**src/rtl/simplez_tx_fifo_pkg.sv**
```systemverilog
// Shared constants and types for the Simplez buffered screen transmitter.
// Baud divisors assume a 12 MHz system clock.
package simplez_tx_fifo_pkg;

  localparam int B115200 = 104;
  localparam int B57600  = 208;
  localparam int B38400  = 313;
  localparam int B19200  = 625;
  localparam int B9600   = 1250;

  localparam logic [8:0] PANTALLA_STATUS_ADR = 9'd508;
  localparam logic [8:0] PANTALLA_DATA_ADR   = 9'd509;

  typedef enum logic [1:0] {
    ST_IDLE  = 2'd0,
    ST_START = 2'd1,
    ST_DATA  = 2'd2,
    ST_STOP  = 2'd3
  } tx_state_e;

endpackage

```
**src/rtl/simplez_tx_fifo_if.sv**
```systemverilog
// CPU-facing bundle of the screen transmitter: write strobe, status and serial line.
// wr is a one-cycle strobe with no backpressure; ready is advisory, and a write
// seen while the FIFO is full is dropped and recorded in the sticky ovf flag.
interface simplez_tx_fifo_if #(
  parameter int DEPTH_LOG2 = 4
);
  import simplez_tx_fifo_pkg::*;

  logic                wr;
  logic [7:0]          data;
  logic                ready;
  logic                empty;
  logic [DEPTH_LOG2:0] count;
  logic                busy;
  logic                ovf;
  logic                tx;
  tx_state_e           state;

  modport master (
    output wr, data,
    input  ready, empty, count, busy, ovf, tx, state
  );

  modport slave (
    input  wr, data,
    output ready, empty, count, busy, ovf, tx, state
  );

endinterface

```
**src/rtl/simplez_tx_fifo_ram.sv**
```systemverilog
// DEPTH x 8 byte store: synchronous write, combinational read.
module simplez_tx_fifo_ram #(
  parameter int DEPTH_LOG2 = 4
) (
  input  logic                  clk,
  input  logic                  we_i,
  input  logic [DEPTH_LOG2-1:0] waddr_i,
  input  logic [7:0]            wdata_i,
  input  logic [DEPTH_LOG2-1:0] raddr_i,
  output logic [7:0]            rdata_o
);

  localparam int DEPTH = 1 << DEPTH_LOG2;

  logic [7:0] mem_q [DEPTH];

  always_ff @(posedge clk) begin
    if (we_i) begin
      mem_q[waddr_i] <= wdata_i;
    end
  end

  assign rdata_o = mem_q[raddr_i];

endmodule

```
**src/rtl/simplez_tx_fifo.sv**
```systemverilog
// Buffered 8N1 transmitter for the Simplez screen port: bytes written by the CPU
// are queued and shifted out LSB first; every output is driven from a flop.
module simplez_tx_fifo
  import simplez_tx_fifo_pkg::*;
#(
  parameter int BAUD       = B115200,
  parameter int DEPTH_LOG2 = 4
) (
  input  logic              clk,
  input  logic              rstn,
  simplez_tx_fifo_if.slave  bus
);

  localparam int                  DEPTH     = 1 << DEPTH_LOG2;
  localparam int                  CW        = $clog2(BAUD);
  localparam logic [DEPTH_LOG2:0] FULL_CNT  = (DEPTH_LOG2+1)'(DEPTH);
  localparam logic [CW-1:0]       BAUD_LAST = CW'(BAUD - 1);

  logic [DEPTH_LOG2-1:0] wptr_q, rptr_q;
  logic [DEPTH_LOG2:0]   count_q, count_d;
  logic                  ready_q, empty_q, ovf_q;
  logic [7:0]            rdata;
  logic                  push, pop;

  tx_state_e             state_q, state_d;
  logic [CW-1:0]         baud_q;
  logic [2:0]            bit_idx_q;
  logic [7:0]            shift_q;
  logic                  bit_end;
  logic                  tx_q, tx_d;
  logic                  busy_q, busy_d;

  // A write into a full FIFO is lost even if a pop happens on the same edge.
  assign push    = bus.wr && (count_q != FULL_CNT);
  assign pop     = (state_q == ST_IDLE) && !empty_q;
  assign bit_end = (baud_q == BAUD_LAST);

  simplez_tx_fifo_ram #(
    .DEPTH_LOG2 (DEPTH_LOG2)
  ) u_ram (
    .clk     (clk),
    .we_i    (push),
    .waddr_i (wptr_q),
    .wdata_i (bus.data),
    .raddr_i (rptr_q),
    .rdata_o (rdata)
  );

  always_comb begin
    count_d = count_q;
    case ({push, pop})
      2'b10:   count_d = count_q + 1'b1;
      2'b01:   count_d = count_q - 1'b1;
      default: count_d = count_q;
    endcase
  end

  // ready/empty are registered from the next count so they move with it.
  always_ff @(posedge clk or negedge rstn) begin
    if (!rstn) begin
      wptr_q  <= '0;
      rptr_q  <= '0;
      count_q <= '0;
      ready_q <= 1'b1;
      empty_q <= 1'b1;
      ovf_q   <= 1'b0;
    end else begin
      if (push) wptr_q <= wptr_q + 1'b1;
      if (pop)  rptr_q <= rptr_q + 1'b1;
      count_q <= count_d;
      ready_q <= (count_d != FULL_CNT);
      empty_q <= (count_d == '0);
      if (bus.wr && !push) ovf_q <= 1'b1;
    end
  end

  // State register; tx/busy flops follow the state by one cycle.
  always_ff @(posedge clk or negedge rstn) begin
    if (!rstn) begin
      state_q <= ST_IDLE;
      tx_q    <= 1'b1;
      busy_q  <= 1'b0;
    end else begin
      state_q <= state_d;
      tx_q    <= tx_d;
      busy_q  <= busy_d;
    end
  end

  always_comb begin
    state_d = state_q;
    case (state_q)
      ST_IDLE:  if (pop)                            state_d = ST_START;
      ST_START: if (bit_end)                        state_d = ST_DATA;
      ST_DATA:  if (bit_end && (bit_idx_q == 3'd7)) state_d = ST_STOP;
      ST_STOP:  if (bit_end)                        state_d = ST_IDLE;
      default:                                      state_d = ST_IDLE;
    endcase
  end

  always_comb begin
    tx_d   = 1'b1;
    busy_d = (state_q != ST_IDLE);
    case (state_q)
      ST_START: tx_d = 1'b0;
      ST_DATA:  tx_d = shift_q[0];
      default:  tx_d = 1'b1;
    endcase
  end

  // Every state exit happens on bit_end (or from IDLE), so the counter is zero on entry.
  always_ff @(posedge clk or negedge rstn) begin
    if (!rstn) begin
      baud_q    <= '0;
      bit_idx_q <= '0;
      shift_q   <= '0;
    end else begin
      if ((state_q == ST_IDLE) || bit_end) baud_q <= '0;
      else                                 baud_q <= baud_q + 1'b1;

      if (state_q == ST_START)                bit_idx_q <= '0;
      else if ((state_q == ST_DATA) && bit_end) bit_idx_q <= bit_idx_q + 1'b1;

      if (pop)                                  shift_q <= rdata;
      else if ((state_q == ST_DATA) && bit_end) shift_q <= {1'b0, shift_q[7:1]};
    end
  end

  assign bus.ready = ready_q;
  assign bus.empty = empty_q;
  assign bus.count = count_q;
  assign bus.busy  = busy_q;
  assign bus.ovf   = ovf_q;
  assign bus.tx    = tx_q;
  assign bus.state = state_q;

endmodule

```
**src/flat_wrapper.sv**
```systemverilog
// flat-port wrapper written by rule: the top's interface ports become plain ports
module simplez_tx_fifo_flat import simplez_tx_fifo_pkg::*;
#(
  parameter int BAUD       = B115200,
  parameter int DEPTH_LOG2 = 4
)
  (clk, rstn, bus_wr, bus_data, bus_ready, bus_empty, bus_count, bus_busy, bus_ovf, bus_tx, bus_state);
  simplez_tx_fifo_if #(.DEPTH_LOG2(DEPTH_LOG2)) bus_i ();
  input  logic clk;
  input  logic rstn;
  input wire logic [$bits(bus_i.wr)-1:0] bus_wr;
  input wire logic [$bits(bus_i.data)-1:0] bus_data;
  output wire logic [$bits(bus_i.ready)-1:0] bus_ready;
  output wire logic [$bits(bus_i.empty)-1:0] bus_empty;
  output wire logic [$bits(bus_i.count)-1:0] bus_count;
  output wire logic [$bits(bus_i.busy)-1:0] bus_busy;
  output wire logic [$bits(bus_i.ovf)-1:0] bus_ovf;
  output wire logic [$bits(bus_i.tx)-1:0] bus_tx;
  output wire logic [$bits(bus_i.state)-1:0] bus_state;
  assign bus_i.wr = bus_wr;
  assign bus_i.data = bus_data;
  assign bus_ready = bus_i.ready;
  assign bus_empty = bus_i.empty;
  assign bus_count = bus_i.count;
  assign bus_busy = bus_i.busy;
  assign bus_ovf = bus_i.ovf;
  assign bus_tx = bus_i.tx;
  assign bus_state = bus_i.state;
  simplez_tx_fifo #(.BAUD(BAUD), .DEPTH_LOG2(DEPTH_LOG2)) u_core (.clk(clk), .rstn(rstn), .bus(bus_i));
endmodule
```
**config.mk**
```make
export PLATFORM = sky130hd
export DESIGN_NAME = simplez_tx_fifo_flat
export DESIGN_NICKNAME = d
export VERILOG_FILES = /design/src/rtl/simplez_tx_fifo_pkg.sv /design/src/rtl/simplez_tx_fifo_if.sv /design/src/rtl/simplez_tx_fifo_ram.sv /design/src/rtl/simplez_tx_fifo.sv /design/src/flat_wrapper.sv
export SDC_FILE = /design/constraint.sdc
export NUM_CORES = 1
export LEC_CHECK = 0
export BUFFER_PORTS_ARGS = -buffer_cell sky130_fd_sc_hd__buf_4
export CORE_AREA = 8 8 143 145
export DETAILED_ROUTE_END_ITERATION = 12
export DIE_AREA = 0 0 151 153
export GPL_TIMING_DRIVEN = 0
export SLEW_MARGIN = 5
export SYNTH_ARGS = -nofsm -noshare
export SYNTH_HDL_FRONTEND = slang
export SYNTH_SLANG_ARGS = --single-unit
```
**constraint.sdc**
```tcl
create_clock -name clk -period 2.7 [get_ports clk]
set_input_delay 0.675 -clock clk [delete_from_list [all_inputs] [get_ports clk]]
set_output_delay 0.675 -clock clk [all_outputs]
set_load 0.03 [all_outputs]
```
==> run_results.csv, run 1 <==
group,metric,value,unit
placed_design,post-dp-hpwl,9200,um
timing,period_needed,2.59,ns
final_layout,drive_gt1_frac,0.249,
global_routing,grt_overflow,0,
clocking,cts.sinks,166,
yosys,synth_async_sr_flop_share,0.229,
critical_path,crit_type,"register to register",
timing,setup_tns,0,ns
yosys,syn_area_per_cell,16.3,sq um
critical_path,crit_family,"adder cells",
hold_path,min_path_type,"input pin to asynchronous set/reset pin",
run,maxCapViolations,0,
drt,drc,0,
timing,skew,0.00988,ns
global_routing,grt_pass1_vias,3820,
clocking,clockRootBuffer,"clkbuf_16",
pwr,sw_frac_of_total,0.274,
critical_path,required,3.04,ns
drt,drt_iter0_drc,367,
pwr,p_leak,3.11,nW
yosys,synth_top_area_frac,0.543,
critical_path,crit_path_max_fanout,10,
final_layout,multiInputGateArea,2120,sq um
pwr,switching_power,1.77,mW
run_status,status,"finished clean",
final_layout,fin_cells,732,
yosys,synth_commonest_cells,"128 x edfxtp_1, 51 x mux2i_1, 35 x dfrtp_1",
critical_path,crit_path_end_kind,"register",
timing,drv_slew,0,
yosys,ys.warnings.count,0,
placed_design,port_buffers,22,
die,die_area,23100,sq um
final_layout,fin_nets,513,
timing,finalHoldViolations,0,
critical_path,crit_chain,"inv_2 > ha_4 > nor2b_4 > clkbuf_8 > ha_1 > buf_4 > xor2_2 > ha_2 > a21oi_2 > mux2i_1 > xnor2_1 > a211o_1 > nand2b_1",
clocking,cts_made_buffers,17,
die,core_area,18300,sq um
yosys,synthFlopType,"edfxtp_1",
die,rows,50,
timing,fmax,386,MHz
drt,wire_per_inst,19.7,um
yosys,synth_top_area_cell,"edfxtp_1",
pwr,clockPowerShare,0.356,
die,io_pins,23,
timing,setup_viol,0,
global_routing,grt_max_degree,39,
global_routing,track_usage,0.131,
global_routing,grt_pass1_wl,22400,um
yosys,ys_top_cells_by_area,"edfxtp_1 54%, dfrtp_1 12%, mux2i_1 7.2%, mux4_2 3.2%, ha_1 2.8%",
pwr,peakVddDrop,0.534,mV
final_layout,layout.area.seq,4810,sq um
pwr,p_comb_frac,0.153,
timing,worstMarginPinSlew,0.843,ns
yosys,seq_area_frac_synth,0.678,
placed_design,numPlacedInstances,691,
pwr,powerDensity,781,nW/um^2
clocking,clock_path_buffers,2,
drt,ant_nets,0,
yosys,synth_cells,435,
timing,slew_headroom,0.436,
critical_path,cpPeakStageDelay,0.38,ns
clocking,clk_latency,0.43,ns
die,initial_core_util,0.387,
yosys,synth_cell_types,49,
yosys,synth_nets,462,
pwr,p_int,4.67,mW
critical_path,crit_arrival,2.94,ns
final_layout,diodes,0,
yosys,synth_area,7080,sq um
pwr,seq_power_share,0.492,
yosys,synth_most_common_cell,"edfxtp_1",
global_routing,antenna_found_initial,0,
die,die_x,151,um
clocking,holdBufCountCts,0,
timing,rsz0062_at_grt,"true",
final_layout,fillers,1604,
critical_path,path_buf_inv,3,
yosys,synth_edf_count,128,
drt,routed_wl,14400,um
die,die_h,153,um
drt,vias_per_cell,5.27,
critical_path,worst_setup_path_start_kind,"register",
final_layout,syn_to_final_growth,16.3,%
timing,min_period_over_period,0.960,
final_layout,final_core_util,0.451,
yosys,synth-seq-cells,166,
placed_design,place.gp.congestion,0.760,
critical_path,cp_slowest_cell,"dfrtp_2",
drt,vias,3855,
drt,first_pass_iters,4,
clocking,htreeDepth,4,
clocking,cts_tree,"done",
clocking,clk_pin_slew,0.06,ns
[power by group through the flow]
stage	Sequential [mW]	Clock, mW	Combinational (mW)
after floorplan	3.29	0	0.528
after global placement	3.20	0	0.925
after detailed placement	3.22	0	0.940
after CTS	3.17	2.33	0.957
after global routing	3.19	2.42	1.06
final	3.16	2.29	0.982
[through the flow]
| stage | power [mW] | hold WS (ns) | worst slack, ns | area, sq um |
|---|---|---|---|---|
| 5_1_grt | 6.68 | 0.243 | -0.0304 | 8230 |
| 3_5_place_dp | 4.16 | 0.461 | -0.264 | 7560 |
| 6_report | 6.43 | 0.213 | 0.109 | 8230 |
| 3_3_place_gp | 4.13 | 0.437 | -0.226 | 7560 |
| 4_1_cts | 6.45 | 0.219 | 0.0222 | 8160 |
| 2_1_floorplan | 3.82 | 0.379 | 0.00612 | 7100 |
[worst reg2reg max path, delay by kind of cell (launching register included)]
kind	cells	cell delay, ns
xor+xnor	2	0.29
fa+ha+maj	3	0.56
simple gates	2	0.27
compound gates	2	0.41
mux	1	0.24
buf+inv	3	0.38
flops	1	0.38
[per-layer routing]
| layer | up-vias | share of wire | GRT usage |
|---|---|---|---|
| met5 | - | 0 | 0 |
| met4 | 0 | 0.017 | 0.0500 |
| met3 | 18 | 0.062 | 0.0328 |
| met2 | 109 | 0.48 | 0.196 |
| met1 | 1961 | 0.44 | 0.178 |
| li1 | 1767 | - | - |
[kinds of logic after synthesis]
| group | after synthesis | synth area share |
|---|---|---|
| flops | 166 | 0.678 |
| xor+xnor | 16 | 0.0198 |
| compound gates | 45 | 0.0453 |
| mux | 71 | 0.133 |
| buf+inv | 31 | 0.0304 |
| simple gates | 90 | 0.0652 |
| fa+ha+maj | 16 | 0.0283 |
[layout by cell type, fill, tap and decap left out, drive strengths merged, types with 2 or more instances in the layout]
master	synthesis	layout
dfrtp	35	35
a21oi	5	5
o21ai	7	7
o221ai	9	9
buf	21	53
nor2	30	30
edfxtp	128	128
nor2b	5	5
clkinv	0	4
nand4	2	2
nor3	5	5
xnor2	12	12
clkbuf	2	20
clkinvlp	0	4
mux4	16	16
mux2	4	4
mux2i	51	51
nand3	13	13
a22oi	8	8
nand2	21	21
a31oi	9	9
nand2b	5	5
o21bai	2	2
ha	16	16
inv	8	12
dfstp	3	3
xor2	4	4
nand3b	3	3
[repair_timing]
action / CTS / global route
gates resized for setup: 3 / 6
setup endpoints to repair: 2 / 2
buffers inserted: 5 / 5
pin swaps: 1 / 2
gates cloned: 0 / 0
[final cells by class]
cell class / count / share of cell area
Sequential cell: 166 / 0.584
Multi-Input combinational cell: 238 / 0.258
Clock buffer: 18 / 0.0521
Tap cell: 234 / 0.0356
Timing Repair Buffer: 32 / 0.0292
Buffer: 23 / 0.0228
Clock inverter: 13 / 0.0150
Inverter: 8 / 0.00365
[worst paths after layout]
| check | from | endpoint | slack, ns | depth (start not counted) |
|---|---|---|---|---|
| max reg2reg | u_core.bus.state[0] | u_core.bus.ready | 0.11 | 13 |
| max | u_core.bus.state[0] | u_core.bus.ready | 0.11 | 13 |
| min | rstn | u_core.bus.count[2] | 0.21 | 1 |
| min in group clk | u_core.baud_q[0] | u_core.baud_q[0] | 0.47 | 1 |
| max in group asynchronous | rstn | u_core.bus.state[0] | 2.11 | 1 |
| min reg2reg | u_core.baud_q[0] | u_core.baud_q[0] | 0.47 | 1 |
[sequential cells by signal, indices dropped and copies added (netlist names)]
name                cells
u_core.bus.tx           1
u_core.rptr_q           4
u_core.bus.ovf          1
u_core.bus.count        5
u_core.bus.ready        1
u_core.bus.empty        1
u_core.u_ram.mem_q    128
u_core.baud_q           7
u_core.bit_idx_q        3
u_core.shift_q          8
u_core.bus.state        2
u_core.wptr_q           4
u_core.bus.busy         1
No activity file was read; power rests on OpenSTA's default activity.
==> run 2: changes to the inputs <==
--- a/config.mk
+++ b/config.mk
@@ -9,6 +9,7 @@
 export CORE_AREA = 8 8 143 145
 export DETAILED_ROUTE_END_ITERATION = 12
 export DIE_AREA = 0 0 151 153
+export GPL_ROUTABILITY_DRIVEN = 0
 export GPL_TIMING_DRIVEN = 0
 export SLEW_MARGIN = 5
 export SYNTH_ARGS = -nofsm -noshare
==> constraint.sdc (replaced) <==
create_clock -name clk -period 2.7 [get_ports clk]
set_input_delay 0.675 -clock clk [delete_from_list [all_inputs] [get_ports clk]]
set_output_delay 0.675 -clock clk [all_outputs]
set_load 0.1 [all_outputs]
==> run 2 against run 1 <==
  * Non-clock buffer count is 1 lower
  * Combinational power is 23% higher
  * Highest routed layer unchanged
  * Power is 7.0% higher
==> run_results.csv, run 2 (same netlist as run 1, synthesis figures left out) <==
group,metric,value,unit
final_layout,top_regs,"u_core.u_ram.mem_q (128), u_core.shift_q (8), u_core.baud_q (7)",
critical_path,crit_family,"adder cells",
critical_path,worst_setup_path_start_kind,"register",
critical_path,path_buf_inv,3,
timing,rsz0062_at_grt,"false",
clocking,clock_path_buffers,2,
global_routing,grt_pass1_wl,22000,um
drt,first_pass_iters,4,
drt,wire_per_inst,19.7,um
drt,drt_iter0_drc,317,
run,maxCapViolations,0,
final_layout,largest_register,"u_core.u_ram.mem_q",
global_routing,grt_overflow,0,
placed_design,pre_cts_ws,-0.161,ns
critical_path,required,3.04,ns
drt,routed_wl,14400,um
global_routing,track_usage,0.128,
die,die_h,153,um
final_layout,final_common_cell,"edfxtp_1",
final_layout,final_cell_mix,"128 x edfxtp_1, 51 x mux2i_1, 35 x buf_4",
placed_design,port_buffers,22,
clocking,cts.sinks,166,
timing,finalWorstSetupSlack,0.174,ns
critical_path,cpMostUsedCell,"ha_4",
clocking,cts_tree,"done",
clocking,holdBufCountCts,0,
final_layout,largest_reg_flops,128,
critical_path,cpPeakStageDelay,0.44,ns
drt,drc,0,
timing,setup_tns,0,ns
die,rows,50,
global_routing,antenna_found_initial,0,
pwr,power,6.88,mW
clocking,clk_pin_slew,0.07,ns
timing,setup_viol,0,
timing,min_period_over_period,0.935,
die,core_area,18300,sq um
drt,vias,3835,
placed_design,post-dp-hpwl,9510,um
final_layout,syn_to_final_growth,17.0,%
final_layout,drive_gt1_frac,0.249,
timing,skew,0.0192,ns
timing,fmax,396,MHz
critical_path,crit_arrival,2.87,ns
timing,worstMarginPinSlew,1.24,ns
pwr,p_leak,3.12,nW
global_routing,grt_pass1_vias,3898,
critical_path,crit_path_max_fanout,5,
die,die_x,151,um
pwr,powerDensity,831,nW/um^2
hold_path,min_path_type,"input pin to asynchronous set/reset pin",
die,die_area,23100,sq um
clocking,cts_made_buffers,17,
critical_path,crit_chain,"inv_4 > ha_4 > nor2b_4 > clkbuf_8 > ha_4 > buf_6 > xor2_1 > ha_2 > a21oi_2 > mux2i_1 > xnor2_1 > a211o_1 > nand2b_1",
critical_path,cp_slowest_cell,"dfrtp_4",
critical_path,crit_type,"register to register",
pwr,peakVddDrop,0.751,mV
die,io_pins,23,
critical_path,crit_path_end_kind,"register",
clocking,clockRootBuffer,"clkbuf_16",
drt,ant_nets,0,
timing,slew_headroom,0.170,
drt,vias_per_cell,5.24,
run_status,status,"finished clean",
timing,drv_slew,0,
timing,finalHoldViolations,0,
timing,period_needed,2.53,ns
final_layout,diodes,0,
final_layout,fin_nets,512,
final_layout,fillers,1621,
clocking,clk_latency,0.43,ns
global_routing,grt_max_degree,39,
clocking,htreeDepth,4,
die,initial_core_util,0.387,
-- run 2: cell types whose count changed in the layout (fill, tap and decap cells not counted), sizes merged --
| cell | delta |
|---|---|
| buf | -1 |
| bufinv | +1 |
| clkinv | -2 |
| clkinvlp | -2 |
| inv | +4 |
-- run 2: worst paths after layout --
| path | startpoint | to | slack [ns] | depth (start not counted) |
|---|---|---|---|---|
| hold / removal | rstn | u_core.bus.ovf | 0.22 | 1 |
| setup / recovery | u_core.bus.state[1] | u_core.bus.ready | 0.17 | 13 |
| hold reg to reg | u_core.baud_q[0] | u_core.baud_q[0] | 0.46 | 1 |
| min in group clk | u_core.baud_q[0] | u_core.baud_q[0] | 0.46 | 1 |
| setup reg to reg | u_core.bus.state[1] | u_core.bus.ready | 0.17 | 13 |
| max in group asynchronous | rstn | u_core.bus.state[1] | 2.10 | 1 |
-- run 2: area by class of cell --
type	instances	area, sq um	area share
Clock inverter	14	161	0.0195
Inverter	8	35.0	0.00423
Clock buffer	18	429	0.0518
Buffer	20	165	0.0199
Sequential cell	166	4820	0.582
Tap cell	234	293	0.0353
Timing Repair Buffer	34	253	0.0305
Multi-Input combinational cell	238	2120	0.256
-- run 2: power breakdown --
group          switching (mW)  internal (mW)
Clock                    1.04           1.39
Sequential              0.173           3.07
Combinational           0.874          0.338
Total                    2.09           4.80
-- run 2: what timing repair did --
action	in CTS	in global routing
gates cloned	0	1
setup endpoints to repair	6	19
pin swaps	0	6
buffers inserted	1	10
resized for setup	1	3
-- run 2: per-layer routing --
metal / GRT usage / wire length (um) / vias up
met1: 0.170 / 6300 / 1923
met4: 0.0509 / 255 / 0
met5: 0 / 0 / -
met3: 0.0331 / 927 / 17
li1: - / - / 1770
met2: 0.196 / 6930 / 125
-- run 2: metrics by stage --
step                      cell area [sq um]  cells  hold slack [ns]  utilization
final                                  8280    732            0.218        0.453
after global routing                   8280    732            0.240        0.453
after CTS                              8220    724            0.221        0.450
after detailed placement               7610    691            0.451        0.417
after global placement                 7610    691            0.439        0.417
after floorplan                        7160    435            0.379            -
